**src/rtl/mult4_seq_sched_pkg.sv**
```systemverilog
// Shared types and helpers for the sequential partial-product multiplier scheduler.
// The state enum sequences the four half-width partial products; shift_for gives each one's weight.
package mult_seq_pkg;

    typedef enum logic [2:0] {
        IDLE = 3'd0,
        LL   = 3'd1,
        LH   = 3'd2,
        HL   = 3'd3,
        HH   = 3'd4,
        DONE = 3'd5
    } state_t;

    // Left shift applied to each partial product before accumulation.
    function automatic int unsigned shift_for(input state_t s, input int unsigned h);
        int unsigned sh;
        case (s)
            LH, HL:  sh = h;
            HH:      sh = 32'd2 * h;
            default: sh = 32'd0;
        endcase
        return sh;
    endfunction

endpackage

```
**src/rtl/mult4_seq_sched_mult2_exact.sv**
```systemverilog
// Exact unsigned H x H -> 2H partial-product cell.
// It keeps the same pins as the approximate cells so that either can be dropped in.
module mult2_exact #(
    parameter int H = 2
) (
    input  logic [H-1:0]   a,
    input  logic [H-1:0]   b,
    output logic [2*H-1:0] p
);

    assign p = {{H{1'b0}}, a} * {{H{1'b0}}, b};

endmodule

```
**src/rtl/mult4_seq_sched.sv**
```systemverilog
// DW x DW unsigned multiplier built from one time-multiplexed (DW/2)x(DW/2) cell.
// Partial products LL, LH, HL, HH are accumulated over four cycles, with valid/ready on both sides.
module mult4_seq_sched
    import mult_seq_pkg::*;
#(
    parameter int DW = 4,
    localparam int H = DW / 2
) (
    input  logic            clk,
    input  logic            rst_n,
    input  logic            in_valid,
    output logic            in_ready,
    input  logic [DW-1:0]   a,
    input  logic [DW-1:0]   b,
    output logic            out_valid,
    input  logic            out_ready,
    output logic [2*DW-1:0] p,
    output logic            busy
);

    state_t            state_r;
    state_t            state_nxt_s;
    logic [DW-1:0]     a_r;
    logic [DW-1:0]     b_r;
    logic [2*DW-1:0]   acc_r;
    logic [H-1:0]      op_a_s;
    logic [H-1:0]      op_b_s;
    logic [2*H-1:0]    pp_s;
    logic [2*DW-1:0]   pp_ext_s;
    logic              accept_s;
    logic              busy_s;
    logic              in_ready_s;

    // Status decode and accept qualification from the current state.
    always_comb begin
        busy_s     = 1'b0;
        in_ready_s = 1'b0;
        if ((state_r == LL) || (state_r == LH) || (state_r == HL) || (state_r == HH)) begin
            busy_s = 1'b1;
        end else begin
            busy_s = 1'b0;
        end
        if (state_r == IDLE) begin
            in_ready_s = 1'b1;
        end else if (state_r == DONE) begin
            in_ready_s = out_ready;
        end else begin
            in_ready_s = 1'b0;
        end
    end

    assign accept_s  = in_valid && in_ready_s;
    assign in_ready  = in_ready_s;
    assign busy      = busy_s;
    assign out_valid = (state_r == DONE);
    assign p         = acc_r;

    // Next-state logic; DONE can hand straight over to LL for gap-free throughput.
    always_comb begin
        state_nxt_s = state_r;
        case (state_r)
            IDLE: begin
                if (accept_s) state_nxt_s = LL;
                else          state_nxt_s = IDLE;
            end
            LL:   state_nxt_s = LH;
            LH:   state_nxt_s = HL;
            HL:   state_nxt_s = HH;
            HH:   state_nxt_s = DONE;
            DONE: begin
                if (accept_s)       state_nxt_s = LL;
                else if (out_ready) state_nxt_s = IDLE;
                else                state_nxt_s = DONE;
            end
            default: state_nxt_s = IDLE;
        endcase
    end

    // State register.
    always_ff @(posedge clk or negedge rst_n) begin
        if (!rst_n) state_r <= IDLE;
        else        state_r <= state_nxt_s;
    end

    // Operand selection for the shared half-width cell.
    always_comb begin
        op_a_s = '0;
        op_b_s = '0;
        case (state_r)
            LL: begin op_a_s = a_r[H-1:0];  op_b_s = b_r[H-1:0];  end
            LH: begin op_a_s = a_r[H-1:0];  op_b_s = b_r[DW-1:H]; end
            HL: begin op_a_s = a_r[DW-1:H]; op_b_s = b_r[H-1:0];  end
            HH: begin op_a_s = a_r[DW-1:H]; op_b_s = b_r[DW-1:H]; end
            default: begin op_a_s = '0; op_b_s = '0; end
        endcase
    end

    mult2_exact #(.H(H)) u_pp (
        .a (op_a_s),
        .b (op_b_s),
        .p (pp_s)
    );

    assign pp_ext_s = {{(2*DW-2*H){1'b0}}, pp_s};

    // Operand capture and shifted accumulation; the sum is a*b so it never overflows 2*DW bits.
    always_ff @(posedge clk or negedge rst_n) begin
        if (!rst_n) begin
            a_r   <= '0;
            b_r   <= '0;
            acc_r <= '0;
        end else if (accept_s) begin
            a_r   <= a;
            b_r   <= b;
            acc_r <= '0;
        end else if (busy_s) begin
            acc_r <= acc_r + (pp_ext_s << shift_for(state_r, H));
        end
    end

endmodule

```
**config.mk**
```make
export PLATFORM = sky130hd
export DESIGN_NAME = mult4_seq_sched
export DESIGN_NICKNAME = d
export VERILOG_FILES = /design/src/rtl/mult4_seq_sched_pkg.sv /design/src/rtl/mult4_seq_sched_mult2_exact.sv /design/src/rtl/mult4_seq_sched.sv
export SDC_FILE = /design/constraint.sdc
export NUM_CORES = 1
export LEC_CHECK = 0
export CORE_ASPECT_RATIO = 0.8
export CORE_UTILIZATION = 56
export DETAILED_ROUTE_END_ITERATION = 12
export PLACE_DENSITY = 0.84
export SYNTH_ARGS = -nofsm -noshare
export SYNTH_HDL_FRONTEND = slang
export SYNTH_SLANG_ARGS = --single-unit
```
**constraint.sdc**
```tcl
create_clock -name clk -period 7.5 [get_ports clk]
set_input_delay 1.5 -clock clk [delete_from_list [all_inputs] [get_ports clk]]
set_output_delay 1.5 -clock clk [all_outputs]
set_load 0.02 [all_outputs]
```
==> run metrics, run 1 <==
CP endpoint in_ready; DRC viols 0; Post-Synth Simple-Gate Area 0.191; most common library cell in the layout ignoring fill and taps clkdlybuf4s50_1; DR WL/cell around 15 µm; Synth Area in XOR/XNOR 0.0333; post-synth top area share 0.362; Power Density approximately 430 nW/µm²; Post-synth ARST share 1.00; CP arrival 2.98 ns; WS Path Type input port to output port; Worst-Skew Late Latency about 0.30 ns; RSZ-0062 raised after global routing no; ant diodes 0; final cell count without fillers between 150 and 200; largest family of logic cells by synthesized area simple AND/OR/NAND/NOR gates; Mapped Area between 1000 and 1500 µm²; I/O pins 23; Top delay family on crit path buffers and inverters; crit-path cells clkdlybuf4s50_1 > nand2_2 > a211oi_2 > clkdlybuf4s50_1; CTS sink count 19; Slew HR 0.332; vias in the first global route 1083; Via Count between 1000 and 1500; setup TNS 0 ns; starting DRC count in detailed routing 26; Initial Utilization 0.604; crit path max fanout 3; status finished clean; #FFs+latches synth 19; required time of the critical path 6.00 ns; final instance area roughly 1600 µm²; number of synthesized flops with an enable pin 0; Placed Instances 177; Storage cell area approximately 480 µm²; filler cell count around 190; Core ar. ~2200 µm²; RePlAce Congestion 0.834; CTS tree built; mux cell area share after synthesis 0.0990; Area Overhead vs Synth 18.3%; crit path time final about 4.5 ns; NumNets Final ~180; worst hold path class flop to flop; Final HPWL DP 2.08 mm; CP max stage delay 0.64 ns; syn_nets 157; Worst R2R End p[7]; CP most frequent cell clkdlybuf4s50_1; Pre-antenna DRT Iters 4; Worst path slowest cell clkdlybuf4s50_1; cells on worst reg2reg path 14; CTS root buf clkbuf_4; Reg clk slew, reported paths 0.11 ns; GRT overflow 0; H-Tree Depth 1; Max Cap Viol 0; Die W about 56 µm; Post-Route WL ~2.8 mm; clock tree buffer depth 2; overall global routing resource usage 0.236; Worst setup EP type output port; Worst R2R Start state_r[0]; # rows 15; port bufs 22; Fmax 223 MHz; Adder-Cell Fraction of Synth Area 0.101; final slew viol count 0; post-route ant nets 0; setup bufs post-CTS 0; hold-fix buffers at CTS 0; static leakage 0.694 nW; share of post-route cells with drive strength above 1 0.128; routed vias/inst around 6.0; crit path launch type input port; Peak VDD IR ~320 µV; Mapped Cells roughly 140; post-placement cell area between 1500 and 2000 µm²; Cell variety after synth 43; post-synthesis sequential area ratio 0.362; Main synth FF type dfrtp_1; total of warnings raised by yosys 0; first-pass GRT wire length approximately 4.5 mm; measured slew at the worst slew-check pin 0.999 ns; leading area contributor after synthesis dfrtp_1; Worst Hold Depth 1; most frequent cells in the layout clkdlybuf4s50_1, dfrtp_1, nand2_1, a21oi_1, ha_1; post-CTS sizing 0; Reg2Reg Setup Slack 3.53 ns; Crit path buffers/inverters 2; area of the multi-input gates between 700 and 800 µm²; Num CTS Buffers 3; Final Hold Violating Endpoints 0; crit path launch out_ready; Tcrit/Tclk final 0.597; synthesized area per cell slightly below 10 µm²; initial antenna violation count 0; Clock Skews about 0.0033 ns; final setup violation count 0; ranking of synthesized cells by area dfrtp_1, ha_1, mux2_2, a21oi_1, nand2_1; Die H roughly 45 µm; complex-gate fraction of the synthesized area 0.179; die area ~2500 µm²; CP Depth 4; largest net degree at the start of global routing 20
## metal layers
layer / GRT usage / part of all wire / up-vias
li1: - / - / 531
met1: 0.258 / 0.43 / 508
met2: 0.431 / 0.48 / 35
met3: 0.0774 / 0.070 / 6
met4: 0.102 / 0.012 / 0
met5: 0 / 0 / -
## per-stage QoR
stage	setup slack, ns	power (mW)	hold slack [ns]	utilization
2_1_floorplan	4.00	0.503	0.480	-
3_3_place_gp	3.05	0.588	0.463	0.702
3_5_place_dp	3.02	0.610	0.473	0.702
4_1_cts	3.02	0.666	0.488	0.714
5_1_grt	2.96	0.714	0.508	0.714
6_report	3.02	0.662	0.482	0.714
## synthesized netlist by cell type (2+ instances only)
cell and number:
nor2b_1 4, inv_1 2, o21ai_0 8, a22oi_1 4, nand3_1 8, nand2_2 2, ha_1 9, buf_6 2
mux2_2 8, nor2_1 7, a21o_1 3, nand2_1 13, xnor2_1 4, a21oi_1 10, a2bb2oi_1 2, mux2_4 2
and2_1 2, nor3_1 2, dfrtp_1 19
## flip-flops by register name (all words and copies together), names as in the netlist
register	flops
p	8
state_r	3
a_r	4
b_r	4
## cell families after synthesis
group                    Yosys count
AND/OR/NAND/NOR                   47
AO/OA/AOI/OAI                     36
flip-flops                        19
multiplexers                      11
adder cells (fa/ha/maj)           10
buffers and inverters              7
XOR/XNOR                           5
## power by group
part | internal [mW] | switching [mW] | total (mW)
clock | 0.0199 | 0.0327 | 0.0526
combinational | 0.193 | 0.208 | 0.401
sequential | 0.150 | 0.0589 | 0.208
## layout make-up
cell class,instances,share of cell area
clock buffers,3,0.0145
clock inverters,1,0.00322
inverters,2,0.00483
multi-input cells,109,0.510
flip-flops and latches,19,0.306
well taps,25,0.0201
repair buffers,22,0.142
## worst min-delay path by stage
stage           start  endpoint  slack [ns]
2_1_floorplan  b_r[0]    b_r[0]        0.48
3_3_place_gp     p[7]      p[7]        0.46
3_5_place_dp     p[7]      p[7]        0.47
4_1_cts          p[7]      p[7]        0.49
5_1_grt          p[7]      p[7]        0.51
6_report         p[7]      p[7]        0.48
Power figures use the tool's default switching activity.
==> run 2, diff against run 1 <==
CORE_UTILIZATION = 47   (was 56)
PLACE_DENSITY = 0.75   (was 0.84)
clock period = 4.1 ns   (was 7.5 ns; I/O delays follow)
==> run metrics, run 2 (same netlist as run 1, synthesis figures left out) <==
Tcrit/Tclk final 0.922; crit path time final 3.78 ns; net switching power 0.568 mW (was 0.300 mW); final cell count without fillers 195 (was 181); starting DRC count in detailed routing 57 (was 26); vias in the first global route 1095 (was 1083); Combinational Power Share 0.623 (was 0.606); crit path max fanout 12 (was 3); Post-Place Worst Slack 0.293 ns (was 3.02 ns); Worst Setup Slack, final 0.319 ns (was 3.02 ns); GRT overflow 0 (unchanged); most common library cell in the layout ignoring fill and taps clkdlybuf4s50_1 (unchanged); final slew viol count 0 (unchanged); Top Layer Used met4 (unchanged); Worst setup EP type flop (was output port); Slew HR 0.430 (was 0.332); # rows 16 (was 15); Reg power frac 0.298 (was 0.315); post-placement cell area 1550 µm² (was 1530 µm²); Num CTS Buffers 3 (unchanged); Core ar. 2540 µm² (was 2180 µm²); CTS sink count 19 (unchanged); most frequent cells in the layout clkdlybuf4s50_1, dfrtp_1, nand2_1, a21oi_1, ha_1 (unchanged); Sw Ratio 0.452 (was 0.453); CTS tree built (unchanged); crit path launch type flop (was input port); Tot Pwr 1.26 mW (was 0.662 mW); RePlAce Congestion 0.849 (was 0.834); CTS root buf clkbuf_4 (unchanged); Internal 0.689 mW (was 0.362 mW); largest net degree at the start of global routing 20 (unchanged); Initial Utilization 0.517 (was 0.604); post-route ant nets 0 (unchanged); setup TNS 0 ns (unchanged); met2 wire len 1.37 mm (was 1.33 mm); final instance area 1590 µm² (was 1560 µm²); static leakage 0.705 nW (was 0.694 nW); RSZ-0062 raised after global routing no (unchanged); DRC viols 0 (unchanged); Fmax between 200 and 300 MHz; CP arrival 4.02 ns (was 2.98 ns); Worst-Skew Late Latency 0.30 ns (about the same); initial antenna violation count 0 (unchanged); hold-fix buffers at CTS 0 (unchanged); Power Density 790 nW/µm² (was 426 nW/µm²); share of post-route cells with drive strength above 1 0.145 (was 0.128); wire length on met1 1.36 mm (was 1.20 mm); port bufs 22 (unchanged); final setup violation count 0 (unchanged); Peak VDD IR 401 µV (was 322 µV); clock power share 0.079 (was 0.080); Clock Skews 0.00153 ns (was 0.00333 ns); utilization after layout 0.626 (was 0.714); I/O pins 23 (unchanged); Max Cap Viol 0 (unchanged); WS Path Type flop to flop (was input port to output port); Die H 49.3 µm (was 45.3 µm); measured slew at the worst slew-check pin 0.852 ns (was 0.999 ns); Post-Route WL 2.96 mm (was 2.76 mm); Via Count 1124 (was 1080); max reg flops 8 (unchanged); DR WL/cell 15.2 µm (was 15.3 µm); Final Hold Violating Endpoints 0 (unchanged); H-Tree Depth 1 (unchanged); first-pass GRT wire length 5.13 mm (was 4.51 mm); Area Overhead vs Synth 21.0% (was 18.3%); filler cell count 233 (was 185); met3 wire length 209 µm (was 193 µm); Die W 61.1 µm (was 56.2 µm); Hold WS 0.487 ns (was 0.482 ns); NumNets Final 182 (was 179); Pre-antenna DRT Iters 4 (unchanged); ant diodes 0 (unchanged); required time of the critical path 4.34 ns (was 6.00 ns); overall global routing resource usage 0.232 (was 0.236); routed vias/inst 5.76 (was 5.97); Final HPWL DP 2.16 mm (was 2.08 mm); clock tree buffer depth 2 (unchanged); worst hold path class flop to flop (unchanged); Placed Instances 189 (was 177); status finished clean (unchanged); die area 3010 µm² (was 2550 µm²); Reg clk slew, reported paths 0.11 ns (about the same)
==> run 2: power by group through the flow <==
stage | Combinational [mW] | Clock [mW] | Sequential (mW)
after floorplan | 0.549 | 0 | 0.371
after global placement | 0.716 | 0 | 0.379
after detailed placement | 0.749 | 0 | 0.385
after CTS | 0.757 | 0.102 | 0.381
after global routing | 0.869 | 0.113 | 0.390
final | 0.783 | 0.0993 | 0.374
==> run 2: area by class of cell <==
class / count / area [µm²] / area share
repair buffers: 25 / 243 / 0.153
multi-input cells: 109 / 793 / 0.498
flip-flops and latches: 19 / 477 / 0.300
clock buffers: 4 / 26.3 / 0.0165
well taps: 36 / 45.0 / 0.0283
inverters: 2 / 7.51 / 0.00472
==> run 2: layer usage <==
| metal | vias up | GRT usage |
|---|---|---|
| li1 | 545 | - |
| met1 | 537 | 0.327 |
| met2 | 38 | 0.361 |
| met3 | 4 | 0.0504 |
| met4 | 0 | 0.0530 |
| met5 | - | 0 |
==> run 2: path summary, 6_finish.rpt <==
kind	slack (ns)	depth (start not counted)	end	start
max	0.32	14	p[7]	state_r[1]
min	0.49	1	p[7]	p[7]
max reg2reg	0.32	14	p[7]	state_r[1]
min reg2reg	0.49	1	p[7]	p[7]
max in group asynchronous	2.53	1	state_r[0]	rst_n
min in group asynchronous	0.99	1	b_r[0]	rst_n
==> run 2: critical path: stages, from the launching register on <==
cell and delay (ns):
dfrtp_1 0.62, and2b_1 0.27, a22oi_1 0.19, a2bb2oi_1 0.26
nor2_1 0.07, ha_1 0.21, ha_1 0.31, o21ai_0 0.23
a21oi_1 0.07, ha_1 0.35, a21oi_1 0.27, a211oi_1 0.13
or3_1 0.37, a21oi_1 0.17, mux2i_1 0.19
==> run 2: what timing repair did <==
item | 4_1_cts | 5_1_grt
resized for setup | 0 | 1
setup endpoints to repair | 0 | 1
setup buffers | 0 | 2
==> run 3, diff against run 2 <==
SLEW_MARGIN = 25   (was unset)
==> results of run 3 <==
Final layout, timing and power as in run 2 (identical DEF).
